### src/rtl/store_fwd_unit.sv
// -----------------------------------------------------------------------------
// store_fwd_unit
//
// Store-data forwarding and load-use interlock for the MEM stage. An outgoing
// store names its data register (rt). This block resolves that register
// against the write in flight this cycle, a short history of recent register
// writes, and one outstanding load. It returns the forwarded value, or holds
// the store off while the load it depends on is still in flight.
//
// Parameters
//   REG_W   register-address width; register 0 is never recorded or forwarded
//   DATA_W  data width
//   DEPTH   write-history entries, youngest is entry 0 (2..8)
//   CNT_W   performance-counter width
//
// Ports
//   clk, rst_n           rising-edge clock, asynchronous active-low reset
//   flush                pipeline flush: clears history, pending load and FSM
//   wr_en/wr_reg/wr_data register write this cycle
//   ld_issue/ld_reg      load issued; its data returns later on ld_ret
//   ld_ret/ld_ret_data   pending load data valid this cycle
//   st_valid/st_reg      store requests its data register
//   st_ready             store accepted this cycle (0 = stall)
//   fwd_hit/fwd_data     forwarded value replaces the register-file value
//   ld_busy              a load is pending
//   stalled              FSM is in STALL (registered)
//   fwd_cnt/stall_cnt    saturating counts of forwarded stores / hazard cycles
// -----------------------------------------------------------------------------
module store_fwd_unit #(
  parameter int REG_W  = 5,
  parameter int DATA_W = 32,
  parameter int DEPTH  = 2,
  parameter int CNT_W  = 16
) (
  input  logic              clk,
  input  logic              rst_n,
  input  logic              flush,
  input  logic              wr_en,
  input  logic [REG_W-1:0]  wr_reg,
  input  logic [DATA_W-1:0] wr_data,
  input  logic              ld_issue,
  input  logic [REG_W-1:0]  ld_reg,
  input  logic              ld_ret,
  input  logic [DATA_W-1:0] ld_ret_data,
  input  logic              st_valid,
  input  logic [REG_W-1:0]  st_reg,
  output logic              st_ready,
  output logic              fwd_hit,
  output logic [DATA_W-1:0] fwd_data,
  output logic              ld_busy,
  output logic              stalled,
  output logic [CNT_W-1:0]  fwd_cnt,
  output logic [CNT_W-1:0]  stall_cnt
);

  typedef enum logic {IDLE, STALL} stateE;

  localparam logic [REG_W-1:0] ZERO_REG = '0;

  // Saturating increment shared by both performance counters.
  function automatic logic [CNT_W-1:0] satInc(input logic [CNT_W-1:0] v);
    return (&v) ? v : v + 1'b1;
  endfunction

  // State
  logic              histV    [DEPTH];
  logic [REG_W-1:0]  histReg  [DEPTH];
  logic [DATA_W-1:0] histData [DEPTH];
  logic              pendV;
  logic [REG_W-1:0]  pendReg;
  stateE             state;
  logic [CNT_W-1:0]  fwdCnt;
  logic [CNT_W-1:0]  stallCnt;

  // Next-state values
  logic              midV     [DEPTH];
  logic [REG_W-1:0]  midReg   [DEPTH];
  logic [DATA_W-1:0] midData  [DEPTH];
  logic              nextV    [DEPTH];
  logic [REG_W-1:0]  nextReg  [DEPTH];
  logic [DATA_W-1:0] nextData [DEPTH];
  logic              pendVNext;
  logic [REG_W-1:0]  pendRegNext;
  stateE             stateNext;

  // Combinational decode
  logic              wrInsert;
  logic              ldInsert;
  logic              pendMatch;
  logic              hazard;
  logic              lookupEn;
  logic              fwdHitC;
  logic [DATA_W-1:0] fwdDataC;

  assign wrInsert  = wr_en && (wr_reg != ZERO_REG);
  assign ldInsert  = ld_ret && pendV;
  assign pendMatch = pendV && (pendReg == st_reg);

  // A store stalls only on the pending load's register, and only while that
  // load has not returned this cycle; flush always releases the store.
  assign hazard   = st_valid && (st_reg != ZERO_REG) && pendMatch && !ld_ret && !flush;
  assign lookupEn = st_valid && !hazard && !flush && (st_reg != ZERO_REG);

  // ---- Forward lookup (zero latency) ----
  always_comb begin
    fwdHitC  = 1'b0;
    fwdDataC = '0;
    if (lookupEn) begin
      if (ld_ret && pendMatch) begin
        fwdHitC  = 1'b1;
        fwdDataC = ld_ret_data;
      end else if (wr_en && (wr_reg == st_reg)) begin
        fwdHitC  = 1'b1;
        fwdDataC = wr_data;
      end else begin
        // Scan oldest to youngest so the youngest match is the one that sticks.
        for (int i = DEPTH - 1; i >= 0; i--) begin
          if (histV[i] && (histReg[i] == st_reg)) begin
            fwdHitC  = 1'b1;
            fwdDataC = histData[i];
          end
        end
      end
    end
  end

  // ---- History next state ----
  // The returning load is inserted first and the register write second, so
  // when both happen in one cycle the write lands in entry 0 as the youngest.
  always_comb begin
    for (int i = 0; i < DEPTH; i++) begin
      midV[i]    = histV[i];
      midReg[i]  = histReg[i];
      midData[i] = histData[i];
    end
    if (ldInsert) begin
      for (int i = DEPTH - 1; i >= 1; i--) begin
        midV[i]    = histV[i-1];
        midReg[i]  = histReg[i-1];
        midData[i] = histData[i-1];
      end
      midV[0]    = 1'b1;
      midReg[0]  = pendReg;
      midData[0] = ld_ret_data;
    end

    for (int i = 0; i < DEPTH; i++) begin
      nextV[i]    = midV[i];
      nextReg[i]  = midReg[i];
      nextData[i] = midData[i];
    end
    if (wrInsert) begin
      for (int i = DEPTH - 1; i >= 1; i--) begin
        nextV[i]    = midV[i-1];
        nextReg[i]  = midReg[i-1];
        nextData[i] = midData[i-1];
      end
      nextV[0]    = 1'b1;
      nextReg[0]  = wr_reg;
      nextData[0] = wr_data;
    end
  end

  // ---- Pending-load next state ----
  // A new load may replace the pending one only in the cycle the old one
  // returns; an issue while still pending is dropped.
  always_comb begin
    pendVNext   = pendV;
    pendRegNext = pendReg;
    if (flush) begin
      pendVNext = 1'b0;
    end else if (ld_issue && (ld_reg != ZERO_REG) && (!pendV || ld_ret)) begin
      pendVNext   = 1'b1;
      pendRegNext = ld_reg;
    end else if (ld_ret) begin
      pendVNext = 1'b0;
    end
  end

  // ---- FSM next state ----
  // hazard already folds in flush and ld_ret, so dropping it covers every
  // exit from STALL.
  always_comb begin
    stateNext = state;
    case (state)
      IDLE:    if (hazard)  stateNext = STALL;
      STALL:   if (!hazard) stateNext = IDLE;
      default: stateNext = IDLE;
    endcase
  end

  // ---- Control registers (reset) ----
  always_ff @(posedge clk or negedge rst_n) begin
    if (!rst_n) begin
      for (int i = 0; i < DEPTH; i++) histV[i] <= 1'b0;
      pendV    <= 1'b0;
      state    <= IDLE;
      fwdCnt   <= '0;
      stallCnt <= '0;
    end else begin
      for (int i = 0; i < DEPTH; i++) histV[i] <= flush ? 1'b0 : nextV[i];
      pendV <= pendVNext;
      state <= stateNext;
      if (fwdHitC) fwdCnt   <= satInc(fwdCnt);
      if (hazard)  stallCnt <= satInc(stallCnt);
    end
  end

  // ---- Data registers (no reset; qualified by the valids above) ----
  always_ff @(posedge clk) begin
    for (int i = 0; i < DEPTH; i++) begin
      histReg[i]  <= nextReg[i];
      histData[i] <= nextData[i];
    end
    pendReg <= pendRegNext;
  end

  // ---- Outputs ----
  assign st_ready  = !hazard;
  assign fwd_hit   = fwdHitC;
  assign fwd_data  = fwdDataC;
  assign ld_busy   = pendV;
  assign stalled   = (state == STALL);
  assign fwd_cnt   = fwdCnt;
  assign stall_cnt = stallCnt;

endmodule

### config.mk
export PLATFORM = sky130hd
export DESIGN_NAME = store_fwd_unit
export DESIGN_NICKNAME = d
export VERILOG_FILES = /design/src/rtl/store_fwd_unit.sv
export SDC_FILE = /design/constraint.sdc
export NUM_CORES = 1
export LEC_CHECK = 0
export ABC_CLOCK_PERIOD_IN_PS = 3600
export CORE_MARGIN = 10
export CORE_UTILIZATION = 49
export CTS_CLUSTER_DIAMETER = 80
export DETAILED_ROUTE_END_ITERATION = 7
export GPL_TIMING_DRIVEN = 0
export PLACE_DENSITY_LB_ADDON = 0.3
export SYNTH_ARGS = -nofsm -noshare
export SYNTH_HDL_FRONTEND = slang
export SYNTH_SLANG_ARGS = --single-unit
### constraint.sdc
create_clock -name clk -period 3.6 [get_ports clk]
set_clock_uncertainty 0.15 [all_clocks]
set_input_delay 0.9 -clock clk [delete_from_list [all_inputs] [get_ports clk]]
set_output_delay 0.9 -clock clk [all_outputs]
set_load 0.02 [all_outputs]
==> impl_results.md <==
- Setup crit start: st_reg[3]
- Remaining global-route overflow: 0
- VDD IR max: around 0.22 mV
- Die W: 131 um
- Overall routing resource usage: 24.3%
- Crit start category: input pin
- Met2 Usage GRT: 40.4%
- Number of global-route vias before repair: ~6100
- Sequential element share of the synthesized area: 48.0%
- CP arrival: 2.66 ns
- CP required: roughly 2.6 ns
- Final Core Density: approximately 79%
- Violated checks: setup timing
- Final WL: 21.6 mm
- Gpl congestion: 0.862
- Maximum root-to-sink buffer count: 2
- Crit path largest cell delay: 0.31 ns
- Skew-Pair Late Insertion Delay: 0.42 ns
- Period utilization: 103%
- Hold crit path type: flip-flop to flip-flop
- Min-delay src: stall_cnt[5]$_DFFE_PN0P_
- ANT nets after route: 0
- DP Wirelength: around 13 mm
- 1st-pass router iterations: 5
- Maxcap violations: 0
- Ys async rst share: 31.3%
- NumNets Final: 872
- Ys flop type: edfxtp_1
- CTS tree: built
- Root Driver: clkbuf_16
- Met1 GRT Util: 29.5%
- H-tree Lvls: 4
- Post-synthesis simple-gate area fraction: 14.0%
- Drt initial violations: 727
- Initial Util: about 50%
- Setup CP Type: input pin to primary output
- Wire per inst: 22.4 um
- Area Growth Syn to Fin: 57.4%
- Final setup vio count: 31
- Slew margin rel.: 39.2%
- Site Rows: 40
- Remaining DRCs: 0
- Pwr/cell area: approximately 400 nW/um^2
- F_max: 269 MHz
- Synth Warn #: 0
- Via count: 5870
- Clock-pin slew on the worst setup and hold paths: 0.05 ns
- Dominant cell type by area after synthesis: edfxtp_1
- Synthesized-area fraction occupied by adder cells: less than 1%
- CP endpoint kind: primary output
- Critical path peak fanout: 5
- Worst Slack Setup Final: -0.111 ns
- Register area: 2900 sq um
- Leak: 3.95 nW
- Port Buffer Count: between 100 and 150
- Xor and xnor area share after synthesis: 6.80%
- Critical R2R Launch: pendReg[0]$_DFFE_PP_
- Outcome: finished, violations left
- Core area: 12100 sq um
- Largest net degree at the start of global routing: 37
- Main combinational cell family by area after synthesis: compound AO/OA/AOI/OAI gates
- Initial antenna violation count: 0
- Number of buffers created by CTS: 17
- Syn nets: 690
- Unrepaired setup endpoints after global routing: true
- CTS Hold Buffers Added: 0
- Mapped cell area: roughly 6000 sq um
- #FFs+latches synth: between 100 and 150
- Final Hold Fails: 0
- Slowest cell on crit path: nor4_1
- Avg Vias per Cell: between 6 and 7
- Clock sink total: 115
- Share of the synthesized area in the top cell type: between 20% and 30%
- Die Ht: 131 um
- Distinct cells, synth: 46
- Diode count: 0
- Fin Hold WS: 0.335 ns
- Synth area leaders: edfxtp_1, dfrtp_1, dfxtp_1, mux2i_1, a22o_1
- Cell Chain, Critical Path: buf_4, xor2_1, nor4_1, nand3_1, nor2_4, buf_12, clkbuf_16, a221oi_4, o21ai_2, buf_2
- Slew Viols, Final: 0
- Proportion of synthesized area in mux cells: 7.05%
- I/O pin total: 154
- Area of the multi-input gates: 3670 sq um
- Grt met3 use: 5.45%
- Synth Area in Compound Gates: just under 20%
- Share of cells above drive strength 1: 29.0%
- Filler cells: approximately 730
- Synth Instances: 602
- First-pass GRT wire length: 34.1 mm
- Worst-Margin Slew: 0.911 ns
- Post-synth EDFFs: 42
- Syn avg cell area: 10.1 sq um
- GRT Max-Usage Layer: met2
- Die Footprint: 17200 sq um
- Period minus WS final: 3.71 ns
-- layout by cell type (no fill, tap or decap), drive strengths merged, types with 9 or more instances in the layout --
| cell type | count |
|---|---|
| mux2i | 37 |
| a22o | 37 |
| dfxtp | 37 |
| inv | 9 |
| xor2 | 36 |
| dfrtp | 36 |
| nor2 | 53 |
| xnor2 | 11 |
| nand3 | 15 |
| nand4 | 9 |
| o21ai | 67 |
| a21oi | 38 |
| nand2 | 44 |
| clkdlybuf4s50 | 106 |
| nor3 | 12 |
| clkbuf | 48 |
| a221oi | 32 |
| edfxtp | 42 |
| buf | 71 |
-- cells in the mapped netlist, drive strengths merged (7+ instances only) --
cell type   n
dfrtp      36
mux2i      37
o21ai      67
nor3       12
xor2       36
inv         7
edfxtp     42
nand3      15
nand2      44
xnor2      11
clkbuf     26
nor2       53
nand4       9
a22o       37
buf        21
a221oi     32
a21oi      38
dfxtp      37
-- state kept, by name (all words and copies together) (netlist names) --
name       count
stalled        1
fwd_cnt       16
stall_cnt     16
pendReg        5
histReg       10
ld_busy        1
histData      64
histV          2
-- metal layers --
layer / vias to the layer above / routed length (um)
met3: 55 / 1570
met1: 2867 / 8620
met2: 327 / 10800
met5: - / 0
li1: 2621 / -
met4: 0 / 538
-- report_power, final --
group          total, mW  internal [mW]  switching, mW
clock network       1.59          0.985          0.603
logic              0.579          0.282          0.297
registers           1.60           1.49          0.114
total               3.77           2.75           1.01
-- what timing repair did --
item,CTS,global route
buffers inserted,10,1
setup endpoints to repair,34,33
resized for setup,382,24
cloned,5,1
hold endpoints to repair,0,0
pin swaps,47,22
-- cell families after synthesis --
| group | after synthesis |
|---|---|
| compound gates | 179 |
| xor+xnor | 47 |
| fa+ha+maj | 2 |
| buf+inv | 54 |
| flops | 115 |
| mux | 42 |
| simple gates | 163 |
-- area by class of cell --
cell class	count	area share, %
Multi-Input combinational cell	433	38.5
Buffer	44	4.59
Clock inverter	9	0.512
Tap cell	168	2.21
Sequential cell	115	30.5
Inverter	7	0.276
Timing Repair Buffer	166	18.1
Clock buffer	22	5.32
-- critical path: cells and delay by family --
family	cells	cell delay, ns
xor+xnor	1	0.15
compound gates	2	0.25
buf+inv	4	0.63
simple gates	3	0.72
-- worst paths after layout --
kind | endpoint | slack [ns] | depth (start not counted)
max | fwd_data[21] | -0.11 | 10
min | stall_cnt[5]$_DFFE_PN0P_ | 0.34 | 1
max reg2reg | fwd_cnt[12]$_DFFE_PN0P_ | 0.92 | 8
min reg2reg | stall_cnt[5]$_DFFE_PN0P_ | 0.34 | 1
max in group asynchronous | ld_busy$_DFFE_PN0P_ | 2.34 | 1
min in group asynchronous | fwd_cnt[2]$_DFFE_PN0P_ | 0.43 | 1
-- metrics by stage --
step           setup slack (ns)  cells  total power [mW]  instance area, sq um  setup TNS [ns]
2_1_floorplan          -0.00673    602              1.83                  6160        -0.00673
3_3_place_gp              -1.14    918              2.04                  7850          -75.86
3_5_place_dp              -1.17    919              2.06                  7870          -40.45
4_1_cts                 -0.0795    962              3.72                  9400          -0.837
5_1_grt                  -0.173    964              3.89                  9520           -3.56
6_report                 -0.111    964              3.77                  9520           -1.49
(Power assumes the default switching activity.)
